===== src/rtl/field_force_pipe.sv =====
// Field-rewriting stallable pipeline: rewrites A[FIELD_LO +: FIELD_W] per a runtime mode/value.
// Optional feature macro FORCE_COUNT_EN adds a saturating counter of words whose field changed.
module field_force_pipe #(
    parameter int                 WIDTH     = 16,
    parameter int                 FIELD_LO  = 12,
    parameter int                 FIELD_W   = 4,
    parameter int                 DEPTH     = 1,
    parameter logic [FIELD_W-1:0] FORCE_VAL = 4'hF
) (
    input  logic               CLK,
    input  logic               RST,
    input  logic               in_valid,
    output logic               in_ready,
    input  logic [WIDTH-1:0]   A,
    output logic               out_valid,
    input  logic               out_ready,
    output logic [WIDTH-1:0]   r,
    input  logic               cfg_we,
    input  logic [1:0]         cfg_mode,
    input  logic [FIELD_W-1:0] cfg_val,
    output logic               busy
`ifdef FORCE_COUNT_EN
    ,
    output logic [15:0]        force_cnt,
    input  logic               force_cnt_clr
`endif
);

    typedef enum logic [1:0] {
        MODE_PASS  = 2'b00,
        MODE_FORCE = 2'b01,
        MODE_OR    = 2'b10,
        MODE_AND   = 2'b11
    } mode_t;

    if (FIELD_LO + FIELD_W > WIDTH) begin : g_bad_field
        $error("field_force_pipe: FIELD_LO+FIELD_W exceeds WIDTH");
    end
    if (DEPTH < 1) begin : g_bad_depth
        $error("field_force_pipe: DEPTH must be at least 1");
    end

    mode_t              mode;
    logic [FIELD_W-1:0] val;

    logic [WIDTH-1:0]   stage_data [DEPTH];
    logic [DEPTH-1:0]   stage_vld;

    logic               adv;
    logic               accept;
    logic [FIELD_W-1:0] f_in;
    logic [FIELD_W-1:0] f_out;
    logic [WIDTH-1:0]   xform;

    assign out_valid = stage_vld[DEPTH-1];
    assign r         = stage_data[DEPTH-1];
    assign adv       = !out_valid || out_ready;
    assign in_ready  = adv;
    assign accept    = in_valid && in_ready;
    assign busy      = |stage_vld;

    always_comb begin
        f_in  = A[FIELD_LO +: FIELD_W];
        f_out = f_in;
        case (mode)
            MODE_PASS:  f_out = f_in;
            MODE_FORCE: f_out = val;
            MODE_OR:    f_out = f_in | val;
            MODE_AND:   f_out = f_in & val;
            default:    f_out = f_in;
        endcase
        xform = A;
        xform[FIELD_LO +: FIELD_W] = f_out;
    end

    // Registered config is what the transform sees, so a same-cycle write only affects later accepts.
    always_ff @(posedge CLK or posedge RST) begin
        if (RST) begin
            mode <= MODE_FORCE;
            val  <= FORCE_VAL;
        end else if (cfg_we) begin
            mode <= mode_t'(cfg_mode);
            val  <= cfg_val;
        end
    end

    always_ff @(posedge CLK or posedge RST) begin
        if (RST) begin
            stage_vld <= '0;
            for (int i = 0; i < DEPTH; i++) begin
                stage_data[i] <= '0;
            end
        end else if (adv) begin
            stage_data[0] <= xform;
            stage_vld[0]  <= accept;
            for (int i = 1; i < DEPTH; i++) begin
                stage_data[i] <= stage_data[i-1];
                stage_vld[i]  <= stage_vld[i-1];
            end
        end
    end

`ifdef FORCE_COUNT_EN
    logic [DEPTH-1:0] stage_chg;
    logic             count_evt;

    assign count_evt = out_valid && out_ready && stage_chg[DEPTH-1];

    always_ff @(posedge CLK or posedge RST) begin
        if (RST) begin
            stage_chg <= '0;
        end else if (adv) begin
            stage_chg[0] <= (f_out != f_in);
            for (int i = 1; i < DEPTH; i++) begin
                stage_chg[i] <= stage_chg[i-1];
            end
        end
    end

    always_ff @(posedge CLK or posedge RST) begin
        if (RST) begin
            force_cnt <= '0;
        end else if (force_cnt_clr) begin
            force_cnt <= '0;
        end else if (count_evt && force_cnt != 16'hFFFF) begin
            force_cnt <= force_cnt + 16'd1;
        end
    end
`endif

endmodule


===== config.mk =====
export PLATFORM = sky130hd
export DESIGN_NAME = field_force_pipe
export DESIGN_NICKNAME = d
export VERILOG_FILES = /design/src/rtl/field_force_pipe.sv
export SDC_FILE = /design/constraint.sdc
export NUM_CORES = 1
export LEC_CHECK = 0
export ABC_AREA = 1
export CAP_MARGIN = 25
export CORE_UTILIZATION = 43
export CTS_CLUSTER_DIAMETER = 80
export DETAILED_ROUTE_END_ITERATION = 8
export GPL_ROUTABILITY_DRIVEN = 0
export PLACE_DENSITY_LB_ADDON = 0.12
export SLEW_MARGIN = 30
export SYNTH_ARGS = -nofsm -noshare
export SYNTH_HDL_FRONTEND = slang
export SYNTH_SLANG_ARGS = --single-unit

===== constraint.sdc =====
create_clock -name CLK -period 1.7 [get_ports CLK]
set_input_delay 0.34 -clock CLK [delete_from_list [all_inputs] [get_ports CLK]]
set_output_delay 0.34 -clock CLK [all_outputs]
set_load 0.05 [all_outputs]

Word level (Yosys, flattened, before mapping)
Index checks and enable logic that the tools add are counted. W data, S select, Z words.

Equal/unequal tests: 3. Mux-type cells: 1. Bitwise logic cells: 2. Reduce and logical (&&, ||, !) cells: 4.

Operators with widths (number): $pmux W4 S4 (1); $and A4 B4 Y4 (1); $eq A2 B2 Y1 const B (2); $or A4 B4 Y4 (1); $eq A2 B1 Y1 const B (1); $logic_not A2 Y1 (1); $logic_and A1 B1 Y1 (1); $logic_not A1 Y1 (1); $logic_or A1 B1 Y1 (1).

Register bits: 23. Output and inout port bits: 19. Word-level logic and storage cells: 14.

Longest topological paths before layout
Word-level depth: 3. Mapped depth: 6. Mapped depth without buffers: 6.

Least setup slack after synthesis
OpenSTA, ideal clock, no wires.

Kind: flip-flop to output port. Start point: reg stage_vld (netlist: busy). End point: out in_ready. Arrival: 1117 ps. Data required time: 1360 ps. Slack: 243 ps. Stages on the path, launching flop included: 5. Buffers on the path: 1. Cells stage by stage: dfrtp_1 inv_1 nor2_4 inv_2 buf_6.

Longest elaborated chain between the ends: 2.

Ends and longest elaborated chain: start: declaration (RTL line 47) `logic [DEPTH-1:0] stage_vld;`; start signal: indexed assignment (RTL line 98) `stage_vld[i] <= stage_vld[i-1];`; $logic_not A1 Y1 (RTL line 57) `assign adv = !out_valid || out_ready;`; $logic_or A1 B1 Y1 (RTL line 57); end: declaration (RTL line 13) `output logic in_ready,`.

Every way passes these cells.

Final worst setup path
Start point: in out_ready. End point: out in_ready.

Longest elaborated chain between the ends: 1.

Ends and longest elaborated chain: start: declaration (RTL line 16) `input logic out_ready,`; $logic_or A1 B1 Y1 (RTL line 57).

Every way passes these cells.

==> key figures <==
Status
  • Status: completed

GRT
  • Initial antenna violation count: 0
  • All-Layer GR Usage: 18.7%
  • Wire length of the first global-routing pass: 3.44 mm
  • Largest net degree at the start of global routing: 24
  • Gr ovfl total: 0
  • Number of global-route vias before repair: 778

Timing
  • Final Hold Fails: 0
  • Final Worst Setup Slack: 192 ps
  • Max Clk Rate: 663 MHz
  • RSZ-0062 raised after global routing: no
  • Min Tclk post-route: 1510 ps
  • Setup tns final: 0 ps
  • Worst Clk Skew: 9.43 ps
  • Tightest Pin Transition: 289 ps
  • Period utilization: 88.7%
  • Max Slew Vio Count: 0
  • Slew HR: 80.7%
  • Final setup violation count: 0
  • Worst hold slack: 363 ps

Synth
  • Sequential share of the synthesized area: 57.0%
  • Ranking of synthesized cells by area: dfrtp_1 44%, nand2_1 24%, dfstp_2 13%, mux2_2 6.6%, buf_6 2.2%
  • Syn nets: 144
  • Synth top area share: 44.1%
  • Post-Syn Area: 1020 µm²
  • Average size of a mapped cell: 8.73 µm²
  • Main synth FF type: dfrtp_1
  • Most common cell in the netlist: nand2_1
  • EDFF count, synth: 0
  • Synth Register Bits: 23
  • Post-synthesis instance total: 117
  • Synth unique cells: 13
  • Synth area leader: dfrtp_1
  • Post-synth ARST share: 100%
  • Yosys warnings: 0
  • Synth cell count leaders: 64 x nand2_1, 18 x dfrtp_1, 6 x inv_1, 6 x mux2_2, 5 x dfstp_2

Clock network
  • Clk sink count: 23
  • Root buffer cell: clkbuf_4
  • # resized after CTS: 0
  • Htree depth: 1
  • Worst-Skew Late Latency: 310 ps
  • # Post-CTS Setup Buffers: 0
  • CTS tree: done
  • Reg clk slew, reported paths: 120 ps
  • Clk buf depth: 2
  • CTS Hold Bufs: 0
  • Inserted Clock Buffers: 3

Route
  • Wire per inst: 11.0 µm
  • Wirelength, routed: 2.09 mm
  • Final ANT Viol Nets: 0
  • DR vias: 874
  • Vias per inst: 4.58
  • Drt drc: 0
  • 1st-pass router iterations: 3
  • 1st-iter DRT viols: 9

Power and ir drop
  • Sw Ratio: 35.4%
  • Static leakage: 0.000753 µW
  • Comb power frac: 33.2%
  • Switching power: 482 µW
  • Int Pwr: 878 µW
  • Maximum vdd drop: 0.000489 V
  • Seq pwr share: 48.6%
  • PD cells: 930 nW/µm²
  • Clock network fraction of design power: 18.2%

Die
  • # rows: 17
  • I/O pin count: 46
  • Core ar.: 2230 µm²
  • Horiz. Die Dim: 50.7 µm
  • Initial core utilization: 45.7%
  • Die ar.: 2570 µm²
  • Die H: 50.7 µm

Min path
  • Worst Hold Class: primary input to async pin

Placed design
  • Cell Count Post-Placement: 187
  • Place WS: 188 ps
  • DP HPWL: 1.58 mm
  • Post-DP Area: 1440 µm²
  • Port bufs: 45

Layout
  • Fillers: 211
  • Fin nets: 191
  • Cell Count, Final, Fillers Out: 191
  • Final Cell Area: 1460 µm²
  • Layout cells sized above 1: 24.5%
  • Syn-to-layout area delta: 43.3%
  • # diodes: 0

Setup path
  • Crit path DAT: 1170 ps
  • CP max FO: 3
  • Worst EP required: 1360 ps
  • Worst r2r src: busy
  • Flop2flop setup slack: 600 ps
  • Type of origin of the critical path: primary input
  • Worst Setup End Kind: output port
  • Cells on worst reg2reg path: 4
  • Crit path kind: primary input to output port
  • Worst r2r dst: busy

Flow run
  • Max-cap violations: 0
==> state kept, by name (all words and copies together) (netlist names) <==
register and cells:
busy 1, val 4, mode 2, r 16
==> layout by cell type, fill, tap and decap left out <==
cell	count
dfrtp_1	18
nand2_1	64
nor2_4	1
a21oi_1	4
clkdlybuf4s50_1	26
nor2_1	4
dfstp_2	5
clkbuf_1	1
inv_2	1
or2_2	1
buf_4	23
clkbuf_4	3
inv_1	6
mux2_2	6
==> cell type report <==
| type | count | area (µm²) | area share (%) |
|---|---|---|---|
| flip-flops and latches | 23 | 582 | 39.8 |
| repair buffers | 49 | 433 | 29.6 |
| multi-input cells | 80 | 360 | 24.6 |
| well taps | 28 | 35.0 | 2.40 |
| clock buffers | 4 | 26.3 | 1.80 |
| inverters | 7 | 26.3 | 1.80 |
==> worst max-delay path, stage by stage <==
cell and delay (ps):
clkdlybuf4s50_1 440, nor2_4 150, inv_2 50, buf_4 180
==> cells by family after synthesis <==
family                 share of synthesized area [%]
muxes                                           6.62
AOI/OAI and AO/OA                               1.96
buffers and inverters                           7.72
DFF                                             57.0
and+or+nand+nor                                 26.7
==> metal layers <==
metal,GRT usage (%),up-vias,routed length (µm)
met3,3.64,4,82
li1,-,444,-
met2,33.1,21,1080
met4,9.72,0,33
met1,21.0,405,901
met5,0,-,0
==> power by group through the flow <==
stage,Sequential (µW),Combinational (µW),Clock (µW)
4_1_cts,662,457,259
5_1_grt,670,482,282
6_report,661,452,247
3_3_place_gp,668,450,0
2_1_floorplan,821,139,0
3_5_place_dp,671,456,0
==> stage by stage <==
| step | total power, µW | util, % |
|---|---|---|
| after detailed placement | 1130 | 64.3 |
| after CTS | 1380 | 65.5 |
| final | 1360 | 65.5 |
| after floorplan | 960 | - |
| after global routing | 1430 | 65.5 |
| after global placement | 1120 | 64.3 |
==> worst max path at each step <==
stage,startpoint,end,slack [ps],cells past startpoint
after detailed placement,out_ready,in_ready,190,4
after CTS,out_ready,in_ready,190,4
final,out_ready,in_ready,190,4
after global routing,busy,in_ready,140,4
after global placement,out_ready,in_ready,190,4
after floorplan,busy,in_ready,240,4
(Power assumes the default switching activity.)
